<file path="src/rtl/cpu_pkg.sv">
// Shared types and widths for the CPU pipeline stages.
package cpu_pkg;

    localparam int unsigned REG_ADDR_W = 5;
    localparam int unsigned DATA_W     = 64;

    // Data-memory access controller states
    typedef enum logic [1:0] {
        IDLE,
        WAIT,
        FAULT
    } mem_state_t;

    // EX/MEM pipeline register contents
    typedef struct packed {
        logic                  valid;
        logic [DATA_W-1:0]     result;
        logic [DATA_W-1:0]     store_data;
        logic [REG_ADDR_W-1:0] rd;
        logic                  mem_to_reg;
        logic                  reg_write;
        logic                  mem_write;
    } exmem_t;

endpackage

</file>
<file path="src/rtl/mem_wait_ctrl.sv">
// Data-memory handshake controller: tracks outstanding accesses, counts wait
// cycles, and faults an access that is not acknowledged in time.
module mem_wait_ctrl
    import cpu_pkg::*;
#(
    parameter int unsigned TIMEOUT = 15
) (
    input  logic clk,
    input  logic reset,
    input  logic memop,
    input  logic mem_ack,
    output logic mem_req,
    output logic stall,
    output logic fault,
    output logic mem_err
);

    localparam int unsigned      CntW   = $clog2(TIMEOUT + 1);
    localparam logic [CntW-1:0]  CntMax = CntW'(TIMEOUT);

    mem_state_t      state_q, state_d;
    logic [CntW-1:0] cnt_q, cnt_d;
    logic            err_q, err_d;

    // Handshake outputs derived from the registered instruction and state.
    // An ack always coincides with an EX/MEM reload, so a completed access
    // never lingers and no separate completion flag is required.
    always_comb begin
        mem_req = memop & (state_q != FAULT);
        stall   = mem_req & ~mem_ack;
        fault   = (state_q == FAULT);
        mem_err = err_q;
    end

    // Next-state, wait counter and sticky error flag
    always_comb begin
        state_d = state_q;
        cnt_d   = cnt_q;
        err_d   = err_q;
        unique case (state_q)
            IDLE: begin
                if (mem_req && !mem_ack) begin
                    state_d = WAIT;
                    cnt_d   = CntW'(1);
                end
            end
            WAIT: begin
                if (mem_req && mem_ack) begin
                    state_d = IDLE;
                    cnt_d   = '0;
                end else if (cnt_q == CntMax) begin
                    state_d = FAULT;
                    cnt_d   = '0;
                    err_d   = 1'b1;
                end else begin
                    cnt_d = cnt_q + 1'b1;
                end
            end
            FAULT: begin
                state_d = IDLE;
            end
            default: begin
                state_d = IDLE;
                cnt_d   = '0;
            end
        endcase
    end

    // State registers with synchronous reset
    always_ff @(posedge clk) begin
        if (reset) begin
            state_q <= IDLE;
            cnt_q   <= '0;
            err_q   <= 1'b0;
        end else begin
            state_q <= state_d;
            cnt_q   <= cnt_d;
            err_q   <= err_d;
        end
    end

endmodule

</file>
<file path="src/rtl/mem_stage.sv">
// MEM pipeline stage: EX/MEM register, data-memory interface, write-back mux
// and MEM/WB register.
module mem_stage
    import cpu_pkg::*;
#(
    parameter int unsigned TIMEOUT = 15
) (
    input  logic                  clk,
    input  logic                  reset,
    input  logic                  ex_valid,
    input  logic [DATA_W-1:0]     ex_result,
    input  logic [DATA_W-1:0]     ex_store_data,
    input  logic [REG_ADDR_W-1:0] ex_rd,
    input  logic                  ex_mem_to_reg,
    input  logic                  ex_reg_write,
    input  logic                  ex_mem_write,
    output logic                  mem_req,
    output logic                  mem_we,
    output logic [DATA_W-1:0]     mem_addr,
    output logic [DATA_W-1:0]     mem_wdata,
    input  logic [DATA_W-1:0]     mem_rdata,
    input  logic                  mem_ack,
    output logic                  stall,
    output logic                  wb_valid,
    output logic [DATA_W-1:0]     wb_data,
    output logic [REG_ADDR_W-1:0] wb_rd,
    output logic                  wb_reg_write,
    output logic                  mem_err
);

    exmem_t                mreg_q, mreg_d;
    logic                  wb_valid_q, wb_valid_d;
    logic [DATA_W-1:0]     wb_data_q, wb_data_d;
    logic [REG_ADDR_W-1:0] wb_rd_q, wb_rd_d;
    logic                  wb_reg_write_q, wb_reg_write_d;
    logic                  memop;
    logic                  fault;

    assign memop = mreg_q.valid & (mreg_q.mem_to_reg | mreg_q.mem_write);

    mem_wait_ctrl #(
        .TIMEOUT (TIMEOUT)
    ) u_wait_ctrl (
        .clk     (clk),
        .reset   (reset),
        .memop   (memop),
        .mem_ack (mem_ack),
        .mem_req (mem_req),
        .stall   (stall),
        .fault   (fault),
        .mem_err (mem_err)
    );

    // Memory interface outputs, forced to zero when no request is active
    always_comb begin
        mem_we    = mem_req & mreg_q.mem_write;
        mem_addr  = mem_req ? mreg_q.result : '0;
        mem_wdata = mem_req ? mreg_q.store_data : '0;
    end

    // EX/MEM next state: hold while stalled, otherwise take the EX outputs
    always_comb begin
        mreg_d = mreg_q;
        if (!stall) begin
            mreg_d.valid      = ex_valid;
            mreg_d.result     = ex_result;
            mreg_d.store_data = ex_store_data;
            mreg_d.rd         = ex_rd;
            mreg_d.mem_to_reg = ex_mem_to_reg;
            mreg_d.reg_write  = ex_reg_write;
            mreg_d.mem_write  = ex_mem_write;
        end
    end

    // MEM/WB next state: bubble on stall or fault, data/rd held for a bubble
    always_comb begin
        wb_valid_d     = 1'b0;
        wb_reg_write_d = 1'b0;
        wb_data_d      = wb_data_q;
        wb_rd_d        = wb_rd_q;
        if (!stall && !fault) begin
            wb_valid_d     = mreg_q.valid;
            wb_reg_write_d = mreg_q.valid & mreg_q.reg_write;
            wb_rd_d        = mreg_q.rd;
            wb_data_d      = mreg_q.mem_to_reg ? mem_rdata : mreg_q.result;
        end
    end

    // Pipeline registers with synchronous reset
    always_ff @(posedge clk) begin
        if (reset) begin
            mreg_q         <= '0;
            wb_valid_q     <= 1'b0;
            wb_data_q      <= '0;
            wb_rd_q        <= '0;
            wb_reg_write_q <= 1'b0;
        end else begin
            mreg_q         <= mreg_d;
            wb_valid_q     <= wb_valid_d;
            wb_data_q      <= wb_data_d;
            wb_rd_q        <= wb_rd_d;
            wb_reg_write_q <= wb_reg_write_d;
        end
    end

    assign wb_valid     = wb_valid_q;
    assign wb_data      = wb_data_q;
    assign wb_rd        = wb_rd_q;
    assign wb_reg_write = wb_reg_write_q;

endmodule

</file>
<file path="config.mk">
export PLATFORM = sky130hd
export DESIGN_NAME = mem_stage
export DESIGN_NICKNAME = d
export VERILOG_FILES = /design/src/rtl/cpu_pkg.sv /design/src/rtl/mem_wait_ctrl.sv /design/src/rtl/mem_stage.sv
export SDC_FILE = /design/constraint.sdc
export NUM_CORES = 1
export LEC_CHECK = 0
export CAP_MARGIN = 20
export CORE_AREA = 2 2 158 160
export DETAILED_ROUTE_END_ITERATION = 16
export DIE_AREA = 0 0 160 162
export PLACE_DENSITY = 0.77
export SYNTH_ARGS = -nofsm -noshare
export SYNTH_HDL_FRONTEND = slang
export SYNTH_SLANG_ARGS = --single-unit
</file>
<file path="constraint.sdc">
create_clock -name clk -period 2 [get_ports clk]
set_clock_uncertainty 0.15 [all_clocks]
set_input_delay 0.5 -clock clk [delete_from_list [all_inputs] [get_ports clk]]
set_output_delay 0.5 -clock clk [all_outputs]
set_load 0.02 [all_outputs]
</file>
# Yosys cells after proc, flatten, opt, wreduce, memory -nomap -nowiden
# Cells that the tools add are included.
# W data, S select, Z words.
[totals] register_bits=215
[classes] bitwise=10 n_addsub=1 reduce_logical=11 n_eq_ne=6 muxes=11
[op_table] operator="$mux W64" n=3
[op_table] operator="$mux W4" n=3
[op_table] operator="$pmux W4 S3" n=1
[op_table] operator="$mux W2" n=3
[op_table] operator="$and A1 B1 Y1" n=5
[op_table] operator="$add A4 B1 Y4 const B" n=1
[op_table] operator="$eq A4 B4 Y1 const B" n=1
[op_table] operator="$not A1 Y1" n=4
[op_table] operator="$pmux W2 S2" n=1
[op_table] operator="$reduce_and A2 Y1" n=2
[op_table] operator="$logic_and A1 B1 Y1" n=3
[op_table] operator="$logic_not A1 Y1" n=3
[op_table] operator="$ne A3 B1 Y1 const B" n=1
[op_table] operator="$reduce_and A3 Y1" n=1
[op_table] operator="$eq A2 B1 Y1 const B" n=1
[op_table] operator="$eq A2 B2 Y1 const B" n=1
[op_table] operator="$logic_not A2 Y1" n=1
[op_table] operator="$ne A2 B1 Y1 const B" n=1
[op_table] operator="$ne A2 B2 Y1 const B" n=1
[op_table] operator="$reduce_or A2 Y1" n=1
[op_table] operator="$or A1 B1 Y1" n=1

# Depth between registers and ports, before layout
# Gate-level depths: netlist of run 1.
[logic_depth] depth_word=8 depth_mapped=8

# Modules after synthesis
# From an unflattened synthesis of run 1, not the netlist that was laid out.
[hier_totals] cells_unflattened=945 area_unflattened_um2=9907.0
[modules_own_cells] mod="mem_stage" cells_each=905 n_inst=1 seq_area_each_um2=4164.0 area_per_inst_um2=9551.7
[modules_own_cells] mod="mem_wait_ctrl" cells_each=40 n_inst=1 seq_area_each_um2=140.1 area_per_inst_um2=355.3

# Worst setup path before layout of run 1
# OpenSTA, ideal clock, no wires.
[synth_timing] path_type="reg2out" startpoint="register mreg_q[2] in the netlist's numbering" endpoint="output port mem_addr[17]" stages_incl_launch_ff=7 t_required_ns=1.350 n_path_buf=3 path_slack_ns=-0.017 t_arrival_ns=1.367 path_cell_list="dfxtp_1 -> buf_2 -> o21ai_2 -> nor2_1 -> clkbuf_1 -> clkbuf_1 -> and2_1"
[synth_between] elab_chain_len=4
[synth_lines] item="start: declaration" line="mem_stage.sv:31" source="exmem_t mreg_q, mreg_d;"
[synth_lines] item="start signal: assignment" line="mem_stage.sv:98" source="mreg_q <= mreg_d;"
[synth_lines] item="$or A1 B1 Y1" line="mem_stage.sv:39" source="assign memop = mreg_q.valid & (mreg_q.mem_to_reg | mreg_q.mem_write);"
[synth_lines] item="$and A1 B1 Y1" line="mem_stage.sv:39"
[synth_lines] item="$and A1 B1 Y1" line="mem_wait_ctrl.sv:29" source="mem_req = memop & (state_q != FAULT);"
[synth_lines] item="$mux W64" line="mem_stage.sv:57" source="mem_addr = mem_req ? mreg_q.result : '0;"
[synth_lines] item="end: declaration" line="mem_stage.sv:19" source="output logic [DATA_W-1:0] mem_addr,"
# No other way between the ends.

# Final worst setup path of run 1
[layout_timing] startpoint="register mreg_q[2] in the netlist's numbering" endpoint="output port mem_wdata[28]"
[layout_between] elab_chain_len=4
[layout_lines] item="$or A1 B1 Y1" line="mem_stage.sv:39"
[layout_lines] item="$and A1 B1 Y1" line="mem_stage.sv:39"
[layout_lines] item="$and A1 B1 Y1" line="mem_wait_ctrl.sv:29"
[layout_lines] item="$mux W64" line="mem_stage.sv:58" source="mem_wdata = mem_req ? mreg_q.store_data : '0;"
[layout_lines] item="end: declaration" line="mem_stage.sv:20" source="output logic [DATA_W-1:0] mem_wdata,"
# No other way between the ends.

==> qor.csv, run 1 <==
metric,value,unit
drc violations,0,
I/O Buffers,406,
leakage power,6.99,nW
"count leader, synth",nand2_1,
FF-to-FF setup slack,10,ps
worst path arrival time,1960,ps
slowest CP cell,dfxtp_4,
Post-DRT Antenna Nets,0,
Min-Delay Endpoint,u_wait_ctrl.cnt_q[1],
synth unique cells,31,
failing checks,setup timing,
core area,0.0241,sq mm
first-pass GRT wire length,50100,um
CTS tree,yes,
P_sw,2.81,mW
Worst Setup End Kind,output pin,
CP startpoint kind,register,
gpl congestion,0.873,
WL/cell,19.4,um
Detail Placement HPWL,20700,um
Clock Power Share,40.8,%
critical path startpoint,mreg_q[2],
initial antenna violation count,1,
die area,0.0259,sq mm
synth-to-layout area growth,74.4,%
PD cells,713,mW/mm^2
status,"complete, but fails checks",
P_int,8.31,mW
Synth Flop Type,dfxtp_1,
hold depth,2,
post-synth top area share,48.1,%
combinational share of power,16.7,%
GR Util All Layers,24.4,%
final worst setup slack,-612,ps
Hold Slack,207,ps
GRT overflow,0,
final setup vio count,131,
"IR drop worst, VDD",0.468,mV
Slew HR,65.2,%
Vias,9300,
worst min path class,in2reg,
"Min Clock Period, post-route",2610,ps
clk sinks,215,
fin nets,1717,
worst-margin pin slew,522,ps
Reg power frac,42.6,%
layout cells sized above 1,25.7,%
"Design Area, Final",0.0156,sq mm
clk_lat worst skew,510,ps
CTS Hold Bufs,0,
# IOs,407,
final hold vios,0,
commonest cells in the synthesized netlist,"nand2_1, dfxtp_1, a21oi_1",
number of enable flip-flop cells after synthesis,0,
WS Path Type,reg2out,
fin. max-slew vios,0,
HP Start,reset,
worst-path fanout max,6,
RSZ-0062 raised after global routing,yes,
CP required,1350,ps
worst reg2reg path endpoint,mreg_q[83],
Synth area leaders,"dfxtp_1, nand2_1, and2_1",
die height,162,um
"Largest stage delay, worst path",360,ps
total of max-cap violations,0,
YS warnings,0,
Num CTS Buffers,25,
Die W,160,um
sequential area share after synthesis,48.1,%
Post-Syn Area per Cell,8.26,sq um
DR pass1 iterations,5,
vias in the first global route,8933,
R2R depth,9,
Row Count,57,
syn nets,1288,
ys async rst share,0,%
fmax,383,MHz
fin crit share,131,%
number of DRC markers in iteration 0,584,
synthesized flop and latch total,215,
Post-DP Area,0.0134,sq mm
CP dominant cell by count,buf_8,
reg2reg start,mreg_q[2],
Sw Ratio,25.3,%
Worst-path clk slew,60,ps
htree depth,1,
Initial Utilization,37.1,%
CP Cell Sequence,o21ai_4 -> nor2_4 -> buf_8 -> buf_16 -> buf_8 -> buf_8 -> and2_4 -> buf_6,
Fillers,2015,
Synth area leader,dfxtp_1,
Synth Instances,1083,
Mapped Area,0.00894,sq mm
Via density,5.02,
clock tree buffer depth,3,
drt total wl,35900,um
Clock Root Buffer,clkbuf_16,
maximum number of pins on one net before global-route repair,93,
[power groups by stage]
stage / Clock, mW / Sequential, mW / Combinational (mW)
6_report: 4.53 / 4.73 / 1.85
3_5_place_dp: 0 / 4.81 / 1.61
4_1_cts: 4.62 / 4.71 / 1.67
2_1_floorplan: 0 / 4.89 / 0.620
3_3_place_gp: 0 / 4.79 / 1.59
5_1_grt: 4.79 / 4.76 / 1.97
[routing by layer]
| metal | wire [um] | GRT usage, % | up-vias |
|---|---|---|---|
| met3 | 2840 | 5.80 | 95 |
| met4 | 1430 | 10.5 | 0 |
| met5 | 0 | 0 | - |
| met2 | 17700 | 42.4 | 418 |
| met1 | 13900 | 28.8 | 4341 |
| li1 | - | - | 4446 |
[registers in the layout, summed over array words and instances, names as in the netlist]
signal and count:
wb_valid 1, wb_data 64, wb_reg_write 1, u_wait_ctrl.cnt_q 4
u_wait_ctrl.state_q 2, mreg_q 137, u_wait_ctrl.mem_err 1, wb_rd 5
[repair_timing]
item / in CTS / in global routing
pin swaps: 10 / 71
gates cloned: 12 / 11
gates resized for setup: 731 / 339
endpoints found under the hold margin: 0 / 0
setup endpoints to repair: 383 / 179
buffers inserted: 18 / 14
[critical path: cells and delay by family (launching register included)]
| kind | cells | cell delay, ps |
|---|---|---|
| simple gates | 2 | 230 |
| flops | 1 | 360 |
| buf+inv | 5 | 660 |
| compound gates | 1 | 190 |
[cell type report]
type	count	area [sq um]	area share, %
clock buffer	39	728	4.67
inverter	4	17.5	0.112
antenna	1	2.50	0.0160
clock inverter	5	77.6	0.497
sequential	215	4310	27.6
tap	324	405	2.60
multi-input combinational	774	4530	29.0
timing repair buffer	492	5530	35.4
[worst max path at each step]
stage | endpoint | depth (start not counted) | slack [ps]
floorplan | mem_addr[17] | 6 | 60
global placement | stall | 4 | -630
detailed placement | stall | 4 | -640
CTS | mem_wdata[46] | 8 | -720
global route | mem_wdata[28] | 8 | -660
finish | mem_wdata[28] | 8 | -610
[cell usage in the layout, fill, tap and decap left out, types with 6 or more instances in the layout]
cell type,n
a211oi_1,63
a21oi_1,132
a21oi_2,6
and2_1,8
and2_4,122
buf_12,17
buf_16,12
buf_4,20
buf_6,150
buf_8,11
clkbuf_1,9
clkbuf_16,33
clkdlybuf4s50_1,202
dfxtp_1,212
dlygate4sd2_1,72
mux2i_1,69
nand2_1,273
nor2_1,75
[through the flow]
step | setup TNS (ps) | instances | setup WS (ps) | util [%] | power (mW)
2_1_floorplan | 0 | 1083 | 57.3 | - | 5.51
3_3_place_gp | -101480 | 1759 | -633 | 55.6 | 6.39
3_5_place_dp | -107650 | 1759 | -635 | 55.6 | 6.42
4_1_cts | -68130 | 1832 | -718 | 59.5 | 11.0
5_1_grt | -72170 | 1854 | -662 | 64.7 | 11.5
6_report | -64480 | 1854 | -612 | 64.7 | 11.1
[logic make-up (layout without fill, tap and decap cells)]
family / after synthesis / after routing / share of synthesized area [%]
mux: 69 / 69 / 7.72
other cells: 0 / 1 / 0
simple gates: 489 / 489 / 24.4
fa+ha+maj: 1 / 1 / 0.140
compound gates: 215 / 215 / 14.2
buf+inv: 94 / 540 / 5.41
flops: 215 / 215 / 48.1
No activity file was read; power rests on OpenSTA's default activity.
==> inputs of run 2 (changes only) <==
--- a/config.mk
+++ b/config.mk
@@ -6,10 +6,11 @@
 export NUM_CORES = 1
 export LEC_CHECK = 0
 export CAP_MARGIN = 20
-export CORE_AREA = 2 2 158 160
+export CORE_ASPECT_RATIO = 0.75
+export CORE_MARGIN = 3
+export CORE_UTILIZATION = 42
 export DETAILED_ROUTE_END_ITERATION = 16
-export DIE_AREA = 0 0 160 162
-export PLACE_DENSITY = 0.77
+export PLACE_DENSITY = 0.85
 export SYNTH_ARGS = -nofsm -noshare
 export SYNTH_HDL_FRONTEND = slang
 export SYNTH_SLANG_ARGS = --single-unit
==> qor.csv, run 2 (synthesis results as in run 1) <==
metric,value,unit,change
status,"complete, but fails checks",,
failing checks,setup timing,,
core area,0.0206,sq mm,-15%
drc violations,0,,unchanged
layout cells sized above 1,30.3,%,+4.6 points
Worst Setup End Kind,output pin,,
fin nets,1723,,+0.35%
Initial Utilization,43.5,%,+6.4 points
clk_lat worst skew,500,ps,about the same
P_sw,2.86,mW,+1.7%
FF-to-FF setup slack,-360,ps,-370 ps
PD cells,692,mW/mm^2,-2.9%
"delay-heaviest family, CP",buffers and inverters,,
"IR drop worst, VDD",0.677,mV,+45%
clock tree buffer depth,3,,unchanged
fmax,388,MHz,+1.4%
fin. max-slew vios,0,,unchanged
final worst setup slack,-576,ps,+35.4 ps
die height,132,um,-18%
Overall Power,10.9,mW,-1.9%
gpl congestion,0.830,,-4.9%
Via density,5.31,,+5.8%
Worst Path Buf+Inv,5,,unchanged
max FFs per register,137,,unchanged
worst min path class,in2reg,,
CP dominant cell by count,buf_6,,
worst-path fanout max,7,,+1
vias in the first global route,9041,,+1.2%
synth-to-layout area growth,76.1,%,
Clock Power Share,38.4,%,-2.4 points
Post-DRT Antenna Nets,0,,unchanged
"most common cell after layout, fill and taps aside",clkdlybuf4s50_1,,
Largest Register,mreg_q,,
reg2reg start,mreg_q[2],,
sequential cell area,0.00431,sq mm,unchanged
# diodes,0,,-1
most frequent cells in the layout,"clkdlybuf4s50_1, dfxtp_1, nand2_1, and2_1, a21oi_2",,
maximum number of pins on one net before global-route repair,67,,-28%
CTS tree,yes,,
first-pass GRT wire length,50200,um,+0.19%
drt total wl,37500,um,+4.6%
hold depth,2,,unchanged
critical path startpoint,mreg_q[2],,
Placement Setup Slack,-647,ps,-11.5 ps
Min-Delay Endpoint,mreg_q[71],,
# IOs,407,,unchanged
Reg power frac,43.6,%,+1.0 points
R2R depth,14,,+5
"Largest stage delay, worst path",360,ps,about the same
Slew HR,67.6,%,+2.4 points
Sw Ratio,26.2,%,+0.95 points
combinational share of power,18.1,%,+1.4 points
htree depth,1,,unchanged
Row Count,45,,-21%
CP startpoint kind,register,,
fin crit share,129,%,-1.8 points
worst-margin pin slew,487,ps,-35.4 ps
Worst-path clk slew,60,ps,about the same
multi-input logic area,0.00496,sq mm,+9.6%
GRT overflow,0,,unchanged
Hold Slack,244,ps,+36.7 ps
CP Cell Sequence,o21ai_4 -> nor2_4 -> buf_6 -> buf_6 -> buf_12 -> buf_8 -> and2_4 -> buf_6,,
WS Path Type,reg2out,,
final hold vios,0,,unchanged
worst path arrival time,1930,ps,-30 ps
final setup vio count,369,,+180%
worst reg2reg path endpoint,mreg_q[60],,
CP required,1350,ps,about the same
P_int,8.04,mW,-3.2%
initial antenna violation count,0,,-1
Die W,175,um,+9.1%
Vias,9635,,+3.6%
I/O Buffers,406,,unchanged
GR Util All Layers,26.9,%,+2.5 points
Fillers,1299,,-36%
clk sinks,215,,unchanged
die area,0.0231,sq mm,-11%
total of max-cap violations,0,,unchanged
Num CTS Buffers,23,,-8.0%
Clock Root Buffer,clkbuf_16,,
"Min Clock Period, post-route",2580,ps,-35.4 ps
Final Core Density,76.7,%,+12 points
DR pass1 iterations,5,,unchanged
Detail Placement HPWL,20500,um,-0.63%
WL/cell,20.7,um,+6.9%
RSZ-0062 raised after global routing,yes,,
slowest CP cell,dfxtp_4,,
HP Start,reset,,
leakage power,7.05,nW,+0.95%
number of DRC markers in iteration 0,687,,+18%
==> run 2: cell count changes in the layout (fill, tap and decap cells not counted), moves of 75 or more <==
cell / change
buf_6: -83
and2_4: -75
a21oi_2: +77
and2_1: +75
a21oi_1: -77
==> run 2: metrics by stage <==
| step | TNS [ps] | instance area [sq um] | instances |
|---|---|---|---|
| final | -104040 | 15800 | 1815 |
| after detailed placement | -122930 | 13300 | 1713 |
| after global routing | -125280 | 15800 | 1815 |
| after global placement | -119200 | 13300 | 1713 |
| after CTS | -115650 | 14800 | 1793 |
| after floorplan | 0 | 8940 | 1083 |
==> run 2: timing repair <==
item | in CTS | in global routing
setup endpoints to repair | 408 | 352
pin swaps | 6 | 66
setup buffers | 23 | 19
hold buffers | 0 | 0
gates cloned | 17 | 14
gates resized for setup | 489 | 429
==> run 2: final cells by class <==
cell class | count | area share, %
repair buffers | 500 | 34.2
clock buffers | 34 | 4.23
inverters | 4 | 0.127
flip-flops and latches | 215 | 27.4
multi-input cells | 774 | 31.5
clock inverters | 6 | 0.349
well taps | 282 | 2.24
==> run 2: worst max path at each step <==
stage                    endpoint  depth (start not counted)
finish              mem_wdata[44]                          8
global route        mem_wdata[44]                          8
CTS                  mem_addr[47]                          5
detailed placement          stall                          4
global placement            stall                          4
floorplan            mem_addr[17]                          6
==> run 2: routing by layer <==
layer,track usage (%),routed length (um)
met2,47.1,18200
met4,8.41,1660
met5,0,0
met1,32.4,14400
met3,6.99,3190
==> run 2: power by group through the flow <==
| stage | Sequential (mW) | Clock (mW) | Combinational (mW) |
|---|---|---|---|
| 2_1_floorplan | 4.89 | 0 | 0.620 |
| 3_3_place_gp | 4.78 | 0 | 1.58 |
| 3_5_place_dp | 4.80 | 0 | 1.60 |
| 4_1_cts | 4.71 | 4.20 | 1.77 |
| 5_1_grt | 4.78 | 4.38 | 2.07 |
| 6_report | 4.75 | 4.18 | 1.97 |
